## config.mk

```make
export PLATFORM = sky130hd
export DESIGN_NAME = param_shift_pipe_flat
export DESIGN_NICKNAME = d
export VERILOG_FILES = /design/src/rtl/param_shift_pipe_if.sv /design/src/rtl/param_shift_pipe.sv /design/src/flat_wrapper.sv
export SDC_FILE = /design/constraint.sdc
export NUM_CORES = 1
export LEC_CHECK = 0
export ABC_CLOCK_PERIOD_IN_PS = 2760
export CAP_MARGIN = 20
export CORE_ASPECT_RATIO = 0.8
export CORE_MARGIN = 2
export CORE_UTILIZATION = 50
export CTS_BUF_LIST = sky130_fd_sc_hd__clkbuf_2 sky130_fd_sc_hd__clkbuf_4 sky130_fd_sc_hd__clkbuf_8
export DETAILED_ROUTE_END_ITERATION = 7
export PLACE_DENSITY = 0.7
export SLEW_MARGIN = 10
export SYNTH_ARGS = -nofsm -noshare
export SYNTH_HDL_FRONTEND = slang
export SYNTH_SLANG_ARGS = --single-unit
export TNS_END_PERCENT = 100
```

## constraint.sdc

```tcl
create_clock -name clk -period 2.76 [get_ports clk]
set_input_delay 0.552 -clock clk [delete_from_list [all_inputs] [get_ports clk]]
set_output_delay 0.552 -clock clk [all_outputs]
set_load 0.02 [all_outputs]
```

## src/rtl/param_shift_pipe_if.sv

```systemverilog
// Bus bundle for param_shift_pipe: producer-side controls/data in, pipeline
// outputs back. The pipe itself connects through the slave modport.
interface param_shift_pipe_if #(
    parameter int WIDTH = 8,
    parameter int DEPTH = 4,
    parameter int CNT_W = (DEPTH > 2) ? $clog2(DEPTH + 1) : 2
);
    logic             en;
    logic             flush;
    logic             d_valid;
    logic [WIDTH-1:0] d;
    logic [WIDTH-1:0] q;
    logic             q_valid;
    logic [CNT_W-1:0] occ;
    logic             perr;

    modport master (
        output en, flush, d_valid, d,
        input  q, q_valid, occ, perr
    );

    modport slave (
        input  en, flush, d_valid, d,
        output q, q_valid, occ, perr
    );
endinterface

```

## src/rtl/param_shift_pipe.sv

```systemverilog
// param_shift_pipe: stallable, flushable, valid-tagged delay line of DEPTH
// register stages with an occupancy counter. All outputs come straight from
// registers. Optional per-stage parity with a sticky error flag is built only
// when PARAM_SHIFT_PIPE_PARITY_EN is defined; otherwise perr is constant 0.
module param_shift_pipe #(
    parameter int WIDTH = 8,
    parameter int DEPTH = 4,
    parameter int CNT_W = (DEPTH > 2) ? $clog2(DEPTH + 1) : 2
) (
    input  logic              clk,
    input  logic              rstn,
    param_shift_pipe_if.slave bus
);

    logic [WIDTH-1:0] s_q [DEPTH];
    logic [WIDTH-1:0] s_d [DEPTH];
    logic [DEPTH-1:0] v_q;
    logic [DEPTH-1:0] v_d;
    logic [CNT_W-1:0] occ_q;
    logic [CNT_W-1:0] occ_d;

    // Next-state for data, valid tags and occupancy; flush outranks enable.
    always_comb begin
        s_d   = s_q;
        v_d   = v_q;
        occ_d = occ_q;
        if (bus.flush) begin
            // Data is left in place; only the tags and count are cleared.
            v_d   = {DEPTH{1'b0}};
            occ_d = {CNT_W{1'b0}};
        end else if (bus.en) begin
            s_d[0] = bus.d;
            v_d[0] = bus.d_valid;
            for (int i = 1; i < DEPTH; i++) begin
                s_d[i] = s_q[i-1];
                v_d[i] = v_q[i-1];
            end
            // Entry and exit in the same cycle cancel; bounds 0..DEPTH need no wrap.
            occ_d = occ_q + CNT_W'(bus.d_valid) - CNT_W'(v_q[DEPTH-1]);
        end else begin
            s_d   = s_q;
            v_d   = v_q;
            occ_d = occ_q;
        end
    end

    // Stage registers with asynchronous clear.
    always_ff @(posedge clk or negedge rstn) begin
        if (!rstn) begin
            for (int i = 0; i < DEPTH; i++) begin
                s_q[i] <= {WIDTH{1'b0}};
            end
            v_q   <= {DEPTH{1'b0}};
            occ_q <= {CNT_W{1'b0}};
        end else begin
            for (int i = 0; i < DEPTH; i++) begin
                s_q[i] <= s_d[i];
            end
            v_q   <= v_d;
            occ_q <= occ_d;
        end
    end

    assign bus.q       = s_q[DEPTH-1];
    assign bus.q_valid = v_q[DEPTH-1];
    assign bus.occ     = occ_q;

`ifdef PARAM_SHIFT_PIPE_PARITY_EN
    // Even-parity bit of one data word.
    function automatic logic parity_f(input logic [WIDTH-1:0] x);
        return ^x;
    endfunction

    logic [DEPTH-1:0] p_q;
    logic [DEPTH-1:0] p_d;
    logic             perr_q;
    logic             perr_d;
    logic             par_bad_s;

    // Parity bits follow the data exactly; the check looks only at stored state.
    always_comb begin
        p_d       = p_q;
        perr_d    = perr_q;
        par_bad_s = bus.q_valid && (parity_f(s_q[DEPTH-1]) != p_q[DEPTH-1]);
        if (bus.flush) begin
            // Data parity holds like the data; only the sticky flag clears.
            p_d    = p_q;
            perr_d = 1'b0;
        end else begin
            if (bus.en) begin
                p_d[0] = parity_f(bus.d);
                for (int i = 1; i < DEPTH; i++) begin
                    p_d[i] = p_q[i-1];
                end
            end else begin
                p_d = p_q;
            end
            if (par_bad_s) begin
                perr_d = 1'b1;
            end else begin
                perr_d = perr_q;
            end
        end
    end

    // Parity shadow registers and sticky error flag.
    always_ff @(posedge clk or negedge rstn) begin
        if (!rstn) begin
            p_q    <= {DEPTH{1'b0}};
            perr_q <= 1'b0;
        end else begin
            p_q    <= p_d;
            perr_q <= perr_d;
        end
    end

    assign bus.perr = perr_q;
`else
    assign bus.perr = 1'b0;
`endif

endmodule

```

## src/flat_wrapper.sv

```systemverilog
// flat-port wrapper written by rule: the top's interface ports become plain ports
module param_shift_pipe_flat 
#(
    parameter int WIDTH = 8,
    parameter int DEPTH = 4,
    parameter int CNT_W = (DEPTH > 2) ? $clog2(DEPTH + 1) : 2
)
  (clk, rstn, bus_en, bus_flush, bus_d_valid, bus_d, bus_q, bus_q_valid, bus_occ, bus_perr);
  param_shift_pipe_if #(.WIDTH(WIDTH), .DEPTH(DEPTH), .CNT_W(CNT_W)) bus_i ();
  input  logic clk;
  input  logic rstn;
  input wire logic [$bits(bus_i.en)-1:0] bus_en;
  input wire logic [$bits(bus_i.flush)-1:0] bus_flush;
  input wire logic [$bits(bus_i.d_valid)-1:0] bus_d_valid;
  input wire logic [$bits(bus_i.d)-1:0] bus_d;
  output wire logic [$bits(bus_i.q)-1:0] bus_q;
  output wire logic [$bits(bus_i.q_valid)-1:0] bus_q_valid;
  output wire logic [$bits(bus_i.occ)-1:0] bus_occ;
  output wire logic [$bits(bus_i.perr)-1:0] bus_perr;
  assign bus_i.en = bus_en;
  assign bus_i.flush = bus_flush;
  assign bus_i.d_valid = bus_d_valid;
  assign bus_i.d = bus_d;
  assign bus_q = bus_i.q;
  assign bus_q_valid = bus_i.q_valid;
  assign bus_occ = bus_i.occ;
  assign bus_perr = bus_i.perr;
  param_shift_pipe #(.WIDTH(WIDTH), .DEPTH(DEPTH), .CNT_W(CNT_W)) u_core (.clk(clk), .rstn(rstn), .bus(bus_i));
endmodule
```

==> metrics.cfg <==
[run_status]
run_status=complete, no violations

[synthesis]
synthCells=112
synth-xor-area-share_pct=0.4858
synth-async-reset-ratio_pct=100.0
netlist.area_leader.share_pct=54.13
yosysUniqueCellTypes=17
synthTopCellsByArea=dfrtp_1 (54%), mux2_4 (25%), buf_4 (3.7%)
synth-seq-cells=39
synth_area_sq_um=1803
ys_seq_area_share_pct=54.13
synthSimpleGateAreaFrac_pct=2.568
yosys.area_share.adder_pct=2.498
synth_top_family_by_area=multiplexers
ys.flop_type=dfrtp_1
synth_nets=128
yosys_warnings=0
synth.most_common_cell=dfrtp_1
yosysTopAreaCell=dfrtp_1
syn_avg_cell_area_sq_um=16.10
synth-compound-area-share_pct=0.7634
ys_top_cells_by_count=dfrtp_1 (39), mux2_4 (30), buf_4 (9), nor2_1 (7), mux2i_1 (6)
synthMuxAreaShare_pct=29.56
synth_edf_count=0

[floorplan]
initial_core_util_pct=52.30
fp-row-count=19
die_x_um=71.14
core_region_area_sq_um=3447
dieHeight_um=57.71
die-area_sq_um=4105
io_pins=26

[sta]
rsz0062_at_grt=no
hold_violations=0
worstMarginPinSlew_ns=0.8284
clock.fmax_mhz=522.7
relSlewSlack_pct=44.77
finalCritPeriodShare_pct=69.32
min_period_ns=1.913
fin_setup_tns_ns=0
hold_ws_ns=0.3502
clock_skew_ns=0.008289
finalMaxSlewViolations=0
finalSetupViolCount=0

[drt]
wirelength_mm=2.419
avgViaCountPerCell=4.902
drc_errors=0
drt-initial-drc-count=22
via_count=848
dr.pass1.iters=3
ant_nets=0
avgRoutedWirePerCell_um=13.98

[global_route]
grt_pass1_wl_mm=4.291
grt_pass1_vias=911
grt_max_degree=40
globalRouteOverflowTotal=0
grt.total_usage_pct=14.26
antenna_found_initial=0

[run]
maxCapViolCount=0

[power]
power_density_nw_per_um2=856.7
ir_drop_mv=0.4994
p_leak_uw=0.0009988

[cells_and_area]
antenna_cells=0
instances_no_fill=173
area_growth_pct=16.10
drive_above_1_share_pct=34.35
final_area_sq_um=2093
nets=146

[critical_path]
path_class=flip-flop to output pin
cp_slowest_cell=clkdlybuf4s50_1
arrival_ns=1.36
cp-start-kind=flip-flop
critPathTopFamily=buffers and inverters
critPathRequiredTime_ns=2.21
worstPathCellList=clkdlybuf4s50_1
cp-end-kind=output pin
critPathMaxFanout=4
slowest_delay_ns=0.63
crit_buf_inv=1

[clock_network]
cts_buffers=5
root_buffer=clkbuf_8
cts.repair.resized=0
path_clk_slew_ns=0.08
htreeDepth=2
clk_path_buf_depth=2
insertion_delay_ns=0.29
clock_sinks=39
hold_buffers=0
cts_tree=yes
cts_setup_buffers=0

[placement]
globalplace.congestion=0.6633
placed_cell_area_sq_um=1957
place_inst=165
dp.final_hpwl_mm=1.604
port-buffer-count=24

[min_path]
min_path_type=input port to async pin

registers in the layout (all words and copies together), names as in the netlist:
signal          flops
u_core.bus.occ      3
u_core.bus.q        8
u_core.s_q         24
u_core.v_q          4
per-stage QoR:
step | util [%] | setup slack [ns] | power, uW
after floorplan | - | 0.8317 | 1155
after global placement | 56.77 | 0.5928 | 1232
after detailed placement | 56.77 | 0.5587 | 1249
after CTS | 60.73 | 0.8236 | 1819
after global routing | 60.73 | 0.6911 | 1883
final | 60.73 | 0.8467 | 1793
layout make-up:
type,count,area [sq um]
fillers,244,1354
flip-flops and latches,39,975.9
multi-input cells,54,650.6
repair buffers,26,262.8
clock buffers,6,76.32
clock inverters,2,60.06
well taps,42,52.55
inverters,4,15.01
layout by cell type (no fill, tap or decap):
cell type,synthesis,final
nor2_1,7,7
mux2_2,2,2
bufinv_16,0,2
dfrtp_1,39,39
clkbuf_8,0,5
mux2i_1,6,6
buf_2,0,1
buf_4,9,1
mux2_4,30,30
conb_1,1,1
fa_1,1,1
buf_12,3,1
nand2b_1,1,1
clkdlybuf4s50_1,0,23
a31o_2,1,1
xor2_1,1,1
inv_1,4,4
clkbuf_4,0,1
nor2b_4,1,1
a21oi_1,1,1
ha_1,2,2
cells by family (layout without fill, tap and decap cells):
logic type / count (synthesis) / after routing
simple gates: 9 / 9
fa+ha+maj: 3 / 3
other cells: 1 / 1
flops: 39 / 39
buf+inv: 19 / 38
xor+xnor: 1 / 1
compound gates: 2 / 2
mux: 38 / 38
routing by layer:
metal	wire, um	global-route usage (%)
met5	0	0
met2	1136	21.09
met1	1118	18.32
met4	70	8.895
met3	93	4.696
power breakdown:
part,leakage [uW],switching [uW],internal (uW)
Sequential,0.000475,80.7,710
Clock,0.0000688,189,371
Combinational,0.000455,156,287
Total,0.000999,425,1370
worst paths after layout:
| path | from | end | slack (ns) | cells after the start |
|---|---|---|---|---|
| worst max-delay path | u_core.bus.occ[1] | bus_occ[1] | 0.85 | 1 |
| worst min-delay path | rstn | u_core.bus.occ[2] | 0.35 | 1 |
| worst max register to register | u_core.bus.occ[0] | u_core.bus.occ[2] | 0.88 | 9 |
| worst min register to register | u_core.s_q[31] | u_core.s_q[23] | 0.51 | 1 |
| max in group asynchronous | rstn | u_core.s_q[10] | 1.88 | 1 |
| min in group clk | u_core.s_q[31] | u_core.s_q[23] | 0.51 | 1 |
Note: power is estimated with default switching activity, not from simulation.
